`src/rtl/mem_access_ctrl.sv`:
```
// MEM-stage sequencer: one aligned req/ack bus transaction per load/store,
// with store lane replication, load alignment/extension and fault detection.
module mem_access_ctrl #(
   parameter int ADDR_W = 32
) (
   input  logic              clk,
   input  logic              reset,
   input  logic [3:0]        mem_read,
   input  logic [3:0]        mem_write,
   input  logic              mem_sign_extend,
   input  logic [ADDR_W-1:0] addr,
   input  logic [31:0]       wdata,
   output logic              stall,
   output logic [31:0]       rdata,
   output logic              rdata_valid,
   output logic              misalign,
   output logic              bus_req,
   output logic              bus_we,
   output logic [ADDR_W-1:0] bus_addr,
   output logic [3:0]        bus_be,
   output logic [31:0]       bus_wdata,
   input  logic              bus_ack,
   input  logic [31:0]       bus_rdata
);

   typedef enum logic [1:0] {IDLE, REQ, DONE} state_t;

   state_t      state, state_nx;
   logic        write, access, legal, accept;
   logic [3:0]  mask;
   logic [31:0] lane_wdata, shifted, load_val;
   logic [1:0]  off_q;
   logic [3:0]  size_q;
   logic        sgn_q, rd_q;

   // a nonzero write mask takes priority over the read mask
   always_comb begin
      write      = |mem_write;
      mask       = write ? mem_write : mem_read;
      access     = |mask;
      legal      = 1'b0;
      lane_wdata = wdata;
      case (mask)
         4'b0001: begin
            legal      = 1'b1;
            lane_wdata = {4{wdata[7:0]}};
         end
         4'b0011: begin
            legal      = ~addr[0];
            lane_wdata = {2{wdata[15:0]}};
         end
         4'b1111: legal = (addr[1:0] == 2'b00);
         default: legal = 1'b0;
      endcase
   end

   always_comb begin
      shifted  = bus_rdata >> {off_q, 3'b000};
      load_val = shifted;
      case (size_q)
         4'b0001: load_val = {{24{sgn_q & shifted[7]}}, shifted[7:0]};
         4'b0011: load_val = {{16{sgn_q & shifted[15]}}, shifted[15:0]};
         default: load_val = shifted;
      endcase
   end

   always_comb begin
      state_nx = state;
      stall    = 1'b0;
      misalign = 1'b0;
      accept   = 1'b0;
      unique case (state)
         IDLE: begin
            if (access && legal) begin
               accept   = 1'b1;
               stall    = 1'b1;
               state_nx = REQ;
            end else if (access) begin
               misalign = 1'b1;
            end
         end
         REQ: begin
            stall = 1'b1;
            if (bus_ack)
               state_nx = DONE;
         end
         DONE:    state_nx = IDLE;
         default: state_nx = IDLE;
      endcase
      // inputs may still present an access while reset is held
      if (reset) begin
         stall    = 1'b0;
         misalign = 1'b0;
         accept   = 1'b0;
      end
   end

   assign bus_req     = (state == REQ);
   assign rdata_valid = (state == DONE) && rd_q;

   always_ff @(posedge clk or posedge reset) begin
      if (reset) begin
         state     <= IDLE;
         bus_we    <= 1'b0;
         bus_addr  <= '0;
         bus_be    <= 4'b0000;
         bus_wdata <= 32'h0;
         off_q     <= 2'b00;
         size_q    <= 4'b0000;
         sgn_q     <= 1'b0;
         rd_q      <= 1'b0;
         rdata     <= 32'h0;
      end else begin
         state <= state_nx;
         if (accept) begin
            bus_we    <= write;
            bus_addr  <= {addr[ADDR_W-1:2], 2'b00};
            bus_be    <= mask << addr[1:0];
            bus_wdata <= lane_wdata;
            off_q     <= addr[1:0];
            size_q    <= mask;
            sgn_q     <= mem_sign_extend;
            rd_q      <= ~write;
         end
         if (state == REQ && bus_ack && rd_q)
            rdata <= load_val;
      end
   end

endmodule

```
`config.mk`:
```
export PLATFORM = sky130hd
export DESIGN_NAME = mem_access_ctrl
export DESIGN_NICKNAME = d
export VERILOG_FILES = /design/src/rtl/mem_access_ctrl.sv
export SDC_FILE = /design/constraint.sdc
export NUM_CORES = 1
export LEC_CHECK = 0
export CAP_MARGIN = 20
export CORE_MARGIN = 5
export CORE_UTILIZATION = 25
export CTS_CLUSTER_DIAMETER = 40
export DETAILED_ROUTE_END_ITERATION = 8
export SLEW_MARGIN = 20
export SYNTH_ARGS = -nofsm -noshare
export SYNTH_HDL_FRONTEND = slang
export SYNTH_SLANG_ARGS = --single-unit
```
`constraint.sdc`:
```
create_clock -name clk -period 5.6 [get_ports clk]
set_input_delay 0.84 -clock clk [delete_from_list [all_inputs] [get_ports clk]]
set_output_delay 0.84 -clock clk [all_outputs]
set_load 0.01 [all_outputs]
```
==> metrics, run 1 <==
number of input and output port buffers inserted 210; hold depth 1; synthesized area per cell 12.20 um2; kind of path behind the tightest hold check flop to flop; status finished, final reports clean; Final Cycle Share 0.7645; register-to-register setup slack just under 3 ns; Sequential cell area 2729 um2; number of global-route vias before repair approximately 4,500; main flop type after synthesis sky130_fd_sc_hd__dfrtp_1; starting density of the core 0.2517; Area Growth Syn to Fin 50.05%; clock-pin transition on the worst setup and hold timing paths 0.07 ns; share of flip-flops with an asynchronous set or reset 1.000; post-CTS setup buffers 0; number of different library cells in the post-synthesis netlist between 40 and 50; worst skew pair latency 0.35 ns; startpoint of the worst-slack reg-to-reg timing path state[0]; wire length of the first global-routing pass 24.24 mm; highest-count cells in the layout ignoring fill and taps sky130_fd_sc_hd__clkdlybuf4s50_1, sky130_fd_sc_hd__dfrtp_1, sky130_fd_sc_hd__mux2_2, sky130_fd_sc_hd__mux2_1, sky130_fd_sc_hd__mux2i_1; number of setup violations in the final report 0; skew final 0.009151 ns; core region area 20,890 um2; maximum level of the CTS H-tree 3; CP Class primary input to output pin; count of unresolved DRC violations after routing 0; internal power contribution roughly 2100 uW; fraction of layout instances using a drive strength above 1 0.1408; number of nets at the end of the flow 735; cell leakage power 0.003301 uW; via-per-instance ratio 4.536; startpoint type of the worst setup path primary input; final antenna diode count 0; CP max stage cell sky130_fd_sc_hd__clkdlybuf4s50_1; Worst Reg2Reg Path Length in Cells 5; Worst R2R End bus_addr[7]; Yosys warning total 0; clock tree from TritonCTS done; share of total power in combinational logic 0.381; Highest Clock Rate 0.2336 GHz; power share of the clock group 0.221; worst slew margin relative to its limit 0.3328; worst-path cell chain clkdlybuf4s50_1 > nor2_1 > a31oi_1 > o31a_1 > a211oi_1 > o21a_1 > clkdlybuf4s50_1; most frequent CP cell sky130_fd_sc_hd__clkdlybuf4s50_1; actual transition at the worst max-transition pin 1.001 ns; switching power as a share of total power 0.3076; Filler cells 2,044; endpoint kind of the worst setup timing path output pin; number of max-capacitance violations reported 0; max-slew violation count 0; Vias 4,114; number of buffers inserted for hold repair after clock tree synthesis 0; Clk Tree Root Cell sky130_fd_sc_hd__clkbuf_16; synthesized cell area between 5000 and 6000 um2; switching pwr 928.7 uW; gp weighted congestion 0.7814; Worst Path Arrival 3.44 ns; Tot GR Track Use 0.1252; number of buffers between clock root and the deepest sink 2; setup repair after global routing missed its margin no; FF+latch count, synth 109; clock period minus final worst setup slack 4.281 ns; horizontal die dimension 155.0 um; worst setup path start mem_write[2]; cell taking the most area after synthesis sky130_fd_sc_hd__dfrtp_1; areal power density over the cells between 300 and 400 nW/um2; remaining global-route overflow 0; post-route antenna net violation count 0; maximum number of pins on one net before global-route repair 77; Worst path max stage delay 0.53 ns; capture point of the worst path stall; antenna violations before repair 0; final number of hold-violating endpoints 0; total half-perimeter wirelength after legalization and detailed placement 11.50 mm; critical-path maximum fanout 5; clock sinks 109; biggest area contributors in the synthesized netlist sky130_fd_sc_hd__dfrtp_1, sky130_fd_sc_hd__mux2_2, sky130_fd_sc_hd__mux2_1, sky130_fd_sc_hd__mux2i_1, sky130_fd_sc_hd__o22a_1; Gate Count Post-Synth between 400 and 500; Detailed Route WL 15.33 mm; part of the Yosys area used for sequential elements 0.5188; setup TNS 0 ns; DR WL/cell 16.90 um; peak supply drop 0.0001817 V; worst hold slack 0.4759 ns; quantity of gates resized following cts 0; EDFF count, synth 0; data required time of the worst path 4.76 ns; Yosys top cell area share 0.5188; multi-input logic area 2320 um2; TritonCTS Buffers 9; DRT Pass-1 Iters 5; vertical extent of the die roughly 160 um; area enclosed by the die boundary roughly 24,000 um2; FP Rows 53; number of top-level design ports 213; drt first-iter violations 185; most common cell after layout, fill and taps aside sky130_fd_sc_hd__clkdlybuf4s50_1; fraction of power consumed by sequential logic 0.398
-- layer usage --
| layer | GRT usage | routed length (um) | vias to the layer above |
|---|---|---|---|
| li1 | - | - | 1925 |
| met1 | 0.1505 | 6266 | 2033 |
| met3 | 0.05090 | 1368 | 13 |
| met2 | 0.2073 | 7487 | 143 |
| met4 | 0.03532 | 206 | 0 |
| met5 | 0 | 0 | - |
-- worst min path at each step --
stage | start | endpoint | slack, ns
floorplan | size_q[0] | size_q[0] | 0.43
global placement | size_q[0] | size_q[0] | 0.44
detailed placement | size_q[0] | size_q[0] | 0.46
CTS | size_q[0] | size_q[0] | 0.48
global route | size_q[0] | size_q[0] | 0.51
finish | size_q[0] | size_q[0] | 0.48
-- final cells by class --
class	instances	area share
timing repair buffer	215	0.2728
clock buffer	10	0.03029
multi-input combinational	284	0.2941
inverter	8	0.004441
tap	275	0.04362
clock inverter	6	0.008882
sequential	109	0.3459
-- power groups by stage --
stage	Clock [uW]	Sequential [uW]	Combinational (uW)
after global placement	0	1210	1160
after global routing	718	1240	1250
after detailed placement	0	1220	1170
after CTS	694	1210	1180
final	666	1200	1150
after floorplan	0	1260	446
-- cell usage after synthesis, drive strengths merged, types with 2 or more instances --
master  number
a211oi      10
a21oi       17
a311oi       2
and2        10
buf         15
clkbuf      16
dfrtp      109
inv          8
mux2        95
mux2i       29
nand2       26
nor2        25
nor2b       11
nor3         2
nor4         2
o21ai       18
o22a        18
or2          4
-- cells by family after synthesis --
group | after synthesis | share of synthesized area
AND/OR/NAND/NOR | 83 | 0.07639
multiplexers | 124 | 0.2644
AO/OA/AOI/OAI | 75 | 0.09781
flip-flops | 109 | 0.5188
other | 1 | 0.0007133
buffers and inverters | 39 | 0.04188
-- worst max-delay path: cells and delay by family --
kind / cells / cell delay [ns]
compound gates: 4 / 1.22
buf+inv: 2 / 1.03
simple gates: 1 / 0.34
-- sequential cells by signal, indices dropped and copies added, names as in the netlist --
| signal | flops |
|---|---|
| off_q | 2 |
| bus_wdata | 32 |
| rd_q | 1 |
| bus_addr | 30 |
| bus_be | 4 |
| sgn_q | 1 |
| size_q | 4 |
| rdata | 32 |
| bus_we | 1 |
| state | 2 |
-- metrics by stage --
stage               utilization  cell area, um2  worst slack [ns]  power [uW]  cells
global placement         0.3627            7576             1.467        2362    891
CTS                      0.3775            7885             1.327        3075    907
global route             0.3777            7889             1.151        3206    907
detailed placement       0.3627            7576             1.332        2387    891
floorplan                     -            5261             1.886        1706    432
finish                   0.3777            7889             1.319        3019    907
No activity file was read; power rests on OpenSTA's default activity.
==> inputs of run 2 (changes only) <==
==> constraint.sdc (replaced) <==
create_clock -name clk -period 4 [get_ports clk]
set_input_delay 0.6 -clock clk [delete_from_list [all_inputs] [get_ports clk]]
set_output_delay 0.6 -clock clk [all_outputs]
set_load 0.01 [all_outputs]
==> run 2 against run 1 <==
  * Non-clock buffer count up 7
  * Clock skew down 0.0012 ns
  * First-iteration DRC count down 25%
  * Setup slack worse by 1.0 ns
  * Cell area up 0.32%
  * Critical path type unchanged
==> metrics, run 2 (synthesis gave the netlist of run 1 again) <==
status finished, final reports clean; post-route antenna net violation count 0; wire length of the first global-routing pass 24.35 mm; clock sinks ~110; Worst Path Arrival 3.12 ns; number of nets at the end of the flow 742; number of input and output port buffers inserted 210; starting density of the core 0.2517; number of top-level design ports 213; kind of path behind the tightest hold check flop to flop; multi-input logic area 2320 um2; number of max-capacitance violations reported 0; Worst R2R End rdata[16]; fraction of layout instances using a drive strength above 1 0.1489; Worst path max stage delay 0.53 ns; highest-count cells in the layout ignoring fill and taps sky130_fd_sc_hd__clkdlybuf4s50_1, sky130_fd_sc_hd__dfrtp_1, sky130_fd_sc_hd__mux2_2, sky130_fd_sc_hd__mux2_1, sky130_fd_sc_hd__mux2i_1; max-slew violation count 0; clock period minus final worst setup slack 3.724 ns; endpoint of the worst hold path size_q[0]; antenna violations before repair 0; total half-perimeter wirelength after legalization and detailed placement 11.72 mm; skew final 0.007952 ns; worst slew margin relative to its limit 0.3147; clock tree from TritonCTS done; DRT Pass-1 Iters 4; drt first-iter violations approximately 140; number of global-route vias before repair 4,565; final antenna diode count 0; worst skew pair latency roughly 0.35 ns; endpoint kind of the worst setup timing path output pin; Highest Clock Rate between 0.2 and 0.3 GHz; final number of hold-violating endpoints 0; Tot GR Track Use 0.1259; number of buffers between clock root and the deepest sink 2; startpoint of the worst-slack reg-to-reg timing path off_q[1]; most common cell after layout, fill and taps aside sky130_fd_sc_hd__clkdlybuf4s50_1; most frequent CP cell sky130_fd_sc_hd__clkdlybuf4s50_1; data required time of the worst path 3.40 ns; maximum level of the CTS H-tree 3; number of buffer and inverter stages on the critical path 2; clock-pin transition on the worst setup and hold timing paths around 0.07 ns; count of unresolved DRC violations after routing 0; DR WL/cell approximately 17 um; register-to-register setup slack 1.65 ns; setup TNS 0 ns; Final Cycle Share 0.9311; startpoint type of the worst setup path primary input; hold depth 1; FP Rows 53; actual transition at the worst max-transition pin 1.028 ns; maximum number of pins on one net before global-route repair 73; setup repair after global routing missed its margin no; areal power density over the cells 527.3 nW/um2; Vias 4,142; worst-path cell chain clkdlybuf4s50_1 > nor4_2 > a32oi_1 > o31a_1 > a211oi_1 > o21a_1 > clkdlybuf4s50_1; number of setup violations in the final report 0; quantity of gates resized following cts 0; number of buffers inserted for hold repair after clock tree synthesis 0; worst hold path startpoint size_q[0]; CP max stage cell sky130_fd_sc_hd__clkdlybuf4s50_1; area enclosed by the die boundary 24,030 um2; TritonCTS Buffers 9; Largest regs bus_wdata: 32 flops, rdata: 32 flops, bus_addr: 30 flops; Area Growth Syn to Fin 50.52%; post-CTS setup buffers 0; Filler cells 2,053; cell leakage power 0.003327 uW; Clk Tree Root Cell sky130_fd_sc_hd__clkbuf_16; critical-path maximum fanout 6; Detailed Route WL 15.41 mm; CP Class primary input to output pin; remaining global-route overflow 0; via-per-instance ratio 4.537; vertical extent of the die roughly 160 um; core region area 20,890 um2; worst hold slack roughly 0.47 ns; gp weighted congestion 0.7859; worst setup path start mem_write[0]; Sequential cell area 2729 um2; horizontal die dimension 155.0 um; peak supply drop 0.0002045 V; Worst Reg2Reg Path Length in Cells 6; largest delay contributor family on the critical path buffers and inverters
run 2: per-stage QoR:
stage | setup WS [ns] | util | area, um2 | instances | total power [uW]
after floorplan | 0.5261 | - | 5261 | 432 | 2388
after global placement | 0.3491 | 0.3652 | 7629 | 898 | 3315
after detailed placement | 0.2851 | 0.3652 | 7629 | 898 | 3353
after CTS | 0.2842 | 0.3788 | 7913 | 913 | 4252
after global routing | 0.1368 | 0.3789 | 7914 | 913 | 4433
final | 0.2756 | 0.3789 | 7914 | 913 | 4173
run 2: how the worst max path moves through the flow:
stage | endpoint | slack, ns | cells past startpoint
floorplan | bus_addr[10] | 0.53 | 1
global placement | stall | 0.35 | 7
detailed placement | stall | 0.29 | 7
CTS | stall | 0.28 | 7
global route | stall | 0.14 | 7
finish | stall | 0.28 | 7
run 2: final cells by class:
cell class                      count  share of cell area
Multi-Input combinational cell    284              0.2931
Inverter                            8            0.004111
Tap cell                          275             0.04348
Clock inverter                      5            0.005692
Timing Repair Buffer              222              0.2786
Sequential cell                   109              0.3448
Clock buffer                       10             0.03020
run 2: metal layers:
metal / part of all wire / vias up / track usage / wire length [um]
li1: - / 1943 / - / -
met1: 0.40 / 2037 / 0.1479 / 6199
met2: 0.50 / 146 / 0.2176 / 7724
met3: 0.081 / 16 / 0.04145 / 1254
met4: 0.015 / 0 / 0.03953 / 231
met5: 0 / - / 0 / 0
run 2: where the power goes:
group	total, uW	switching (uW)	internal (uW)
sequential	1680	247	1440
combinational	1620	633	989
clock	867	422	446
==> inputs of run 3 (changes only) <==
--- a/config.mk
+++ b/config.mk
@@ -5,7 +5,6 @@
 export SDC_FILE = /design/constraint.sdc
 export NUM_CORES = 1
 export LEC_CHECK = 0
-export CAP_MARGIN = 20
 export CORE_MARGIN = 5
 export CORE_UTILIZATION = 25
 export CTS_CLUSTER_DIAMETER = 40
==> results of run 3 <==
Same layout as run 2: the final DEF is identical, and so are final timing and power.
==> patch 1, RTL diff (config.mk and constraints of run 3) <==
Re-encode `state_t` (3 states) as one-hot, 3 bits wide.
--- a/src/rtl/mem_access_ctrl.sv
+++ b/src/rtl/mem_access_ctrl.sv
@@ -23,7 +23,7 @@
    input  logic [31:0]       bus_rdata
 );
 
-   typedef enum logic [1:0] {IDLE, REQ, DONE} state_t;
+   typedef enum logic [2:0] {IDLE = 3'b001, REQ = 3'b010, DONE = 3'b100} state_t;
 
    state_t      state, state_nx;
    logic        write, access, legal, accept;
Function: no difference found for any inputs over 10 cycles, from zero or initial values and one cycle with reset high; not proved beyond that.
==> patch 1 against run 3 <==
Via count up 3.5%. Critical path type unchanged. Area after synthesis is 0.38% lower. Global-route usage up 0.64 points. Sequential cell count increased by 1. Largest cell class unchanged. Combinational power fell by 17%. Count of clock-buffer cells in the layout grew 1. Worst setup slack improved by 0.14 ns. Routed wire length is 3.5% higher. Design area rose by 0.24%. Largest power group unchanged. Clock skew up 0.00085 ns. Total power decreased by 7.9%.
==> patch 1: results (changes against run 3) <==
| Metric | Value |
|---|---|
| Routed WL per cell | 17.13 microns (was 16.88 microns) |
| Cell area after placement | 0.007616 sq mm (was 0.007629 sq mm) |
| Synth Instances | 455 (was 431) |
| Compound-Gate Fraction of Synth Area | 13.21% (was 9.781%) |
| Leak | 3.400 nW (was 3.327 nW) |
| Number of clock-tree buffers in the layout | 11 (was 10) |
| Dpl cells | 915 (was 898) |
| Peak fanout along the critical path | 14 (was 6) |
| Sequential fraction of the synthesis area | 52.58% (was 51.88%) |
| Synth cell count leaders | 109 x dfrtp_1, 43 x mux2i_1, 38 x mux2_2 (was 109 x dfrtp_1, 50 x mux2_2, 37 x mux2_1) |
| Layout cells sized above 1 | 11.59% (was 14.89%) |
| Run status | completed (unchanged) |
| Met2 WL | 7640 microns (was 7724 microns) |
| Initial Util | 25.15% (was 25.17%) |
| Sequential cell area share | 34.72% (was 34.48%) |
| Met2 Use GR | 21.90% (was 21.76%) |
| Clk tree area frac | 3.991% (was 3.589%) |
| Layout Nets | 759 (was 742) |
| Worst-Margin Slew | 1.049 ns (was 1.028 ns) |
| Final Skew | 0.008800 ns (was 0.007952 ns) |
| Post-synthesis cell type count | 40 (was 41) |
| Fill cells | 2032 (was 2053) |
| Met1 wire length | 6793 microns (was 6199 microns) |
| Final HPWL DP | 11980 microns (was 11720 microns) |
| Worst VDD drop | 0.2324 mV (was 0.2045 mV) |
| First-pass GRT wire length | 25320 microns (was 24350 microns) |
| Hold Slack | 0.4586 ns (was 0.4701 ns) |
| Seq_cells | 110 (was 109) |
| Worst Path Arrival | 2.98 ns (was 3.12 ns) |
| Buffers outside the clock class | 219 (was 222) |
-- patch 1: report_power, final --
part | internal [W] | total, W | leakage, nW | switching (W)
logic | 0.000773 | 0.00135 | 1.87 | 0.000582
clock network | 0.000526 | 0.000950 | 0.153 | 0.000424
registers | 0.00137 | 0.00154 | 1.38 | 0.000173
-- patch 1: worst max-delay path by stage --
stage,start,end
2_1_floorplan,reset,bus_addr[10]
3_3_place_gp,mem_write[2],misalign
3_5_place_dp,mem_write[2],misalign
4_1_cts,mem_write[2],misalign
5_1_grt,mem_write[0],misalign
6_report,mem_write[2],misalign
-- patch 1: stage by stage --
| stage | util (%) | worst slack, ns |
|---|---|---|
| floorplan | - | 0.4994 |
| global placement | 36.58 | 0.5284 |
| detailed placement | 36.58 | 0.4950 |
| CTS | 38.10 | 0.4608 |
| global route | 38.10 | 0.2881 |
| finish | 38.10 | 0.4188 |
-- patch 1: critical path, delay by kind of cell --
family,cells,cell delay (ns)
buf+inv,2,1.11
simple gates,1,0.31
compound gates,3,0.95
==> patch 2, RTL diff (settings of run 3) <==
Without the edit above. Change the parameter `ADDR_W` from 32 to 16.
--- a/src/rtl/mem_access_ctrl.sv
+++ b/src/rtl/mem_access_ctrl.sv
@@ -1,7 +1,7 @@
 // MEM-stage sequencer: one aligned req/ack bus transaction per load/store,
 // with store lane replication, load alignment/extension and fault detection.
 module mem_access_ctrl #(
-   parameter int ADDR_W = 32
+   parameter int ADDR_W = 16
 ) (
    input  logic              clk,
    input  logic              reset,
Interface: changed (resized addr and bus_addr); port bits go from 213 to 181. No check against the original RTL was run, so the function may have changed too.
==> patch 2 against run 3 <==
Sequential cell count fell by 16. Total power fell by 11%. Routed wire length fell by 8.9%. Non-clock buffer count fell by 35. Worst setup slack improved by 0.022 ns. Area after synthesis fell by 12%. Design area fell by 12%. Clock power rose by 2%. Largest cell class unchanged. Highest routed layer unchanged.
==> patch 2: results (changes against run 3) <==
| Metric | Value |
|---|---|
| Run status | completed (unchanged) |
| R2R Path End | rdata[19] (was rdata[16]) |
| Wirelength, routed | 14040 microns (was 15410 microns) |
| Peak fanout along the critical path | 5 (was 6) |
| Leak | 2.948 nW (was 3.327 nW) |
| Synth Instances | 405 (was 431) |
| Total Routing Usage GR | 13.17% (was 12.59%) |
| Grt met1 use | 16.81% (was 14.79%) |
| Layout Nets | 668 (was 742) |
| Vias in the first global route | 4042 (was 4565) |
| Via density | 4.681 (was 4.537) |
| Largest net degree at the start of global routing | 59 (was 73) |
| Worst Path Arrival | 3.10 ns (was 3.12 ns) |
| Iteration-0 DRC Markers | 176 (was 139) |
| PortBufs | 178 (was 210) |
| Synth cell count leaders | 93 x dfrtp_1, 73 x mux2_2, 50 x nand2_1 (was 109 x dfrtp_1, 50 x mux2_2, 37 x mux2_1) |
| Layout cells sized above 1 | 18.42% (was 14.89%) |
| Area contributors post-synth | dfrtp_1 50%, mux2_2 18%, mux2i_1 6.7% (was dfrtp_1 52%, mux2_2 11%, mux2_1 7.9%) |
| Final GP Congestion | 0.8417 (was 0.7859) |
| Fill cells | 1741 (was 2053) |
| Final HPWL DP | 10440 microns (was 11720 microns) |
| Met3 usage | 4.578% (was 4.145%) |
| Met2 Use GR | 20.98% (was 21.76%) |
| Worst VDD drop | 0.2447 mV (was 0.2045 mV) |
| Top Family by Delay on Critical Path | compound AO/OA/AOI/OAI gates (was buffers and inverters) |
| Worst-Margin Slew | 1.034 ns (was 1.028 ns) |
| Post-synthesis cell type count | 40 (was 41) |
[patch 2: how the worst max path moves through the flow]
stage / from / slack, ns / endpoint
global placement: mem_write[0] / 0.36 / stall
CTS: mem_write[0] / 0.31 / stall
finish: mem_write[3] / 0.30 / stall
floorplan: reset / 0.98 / bus_addr[10]
global route: mem_write[3] / 0.16 / stall
detailed placement: mem_write[0] / 0.32 / stall
[patch 2: per-stage QoR]
stage | utilization (%) | instance area, sq um
floorplan | - | 4617
global placement | 36.80 | 6655
detailed placement | 36.80 | 6655
CTS | 38.51 | 6964
global route | 38.51 | 6964
finish | 38.51 | 6964
[patch 2: metal layers]
layer  vias up  wire [microns]
met4         0             195
li1       1774               -
met1      1844            6159
met2       159            6502
met3        15            1179
met5         -               0
[patch 2: where the power goes]
group	total, W	leakage [nW]	internal (W)	switching (W)
combinational	0.00142	1.63	0.000844	0.000577
clock	0.000884	0.141	0.000505	0.000379
sequential	0.00141	1.17	0.00122	0.000187
total	0.00371	2.95	0.00257	0.00114
[patch 2: final cells by class]
cell class                      instances  area (sq um)  area share [%]
Multi-Input combinational cell        276          2131           30.60
Clock inverter                          6         70.07           1.006
Timing Repair Buffer                  187          1874           26.91
Sequential cell                        93          2327           33.42
Tap cell                              229         286.5           4.114
Clock buffer                           10         239.0           3.432
Inverter                                9         36.28          0.5210
[patch 2: cell families after synthesis]
family,synth area share (%)
buffers and inverters,3.580
DFF,50.45
muxes,26.01
and+or+nand+nor,9.493
other,0.08129
AOI/OAI and AO/OA,10.39
[patch 2: worst register-to-register path, delay by kind of cell (launching register included)]
| family | cells | cell delay, ns |
|---|---|---|
| buffers and inverters | 1 | 0.24 |
| AND/OR/NAND/NOR | 1 | 0.75 |
| AO/OA/AOI/OAI | 3 | 0.54 |
| flip-flops | 1 | 0.76 |
| multiplexers | 1 | 0.10 |
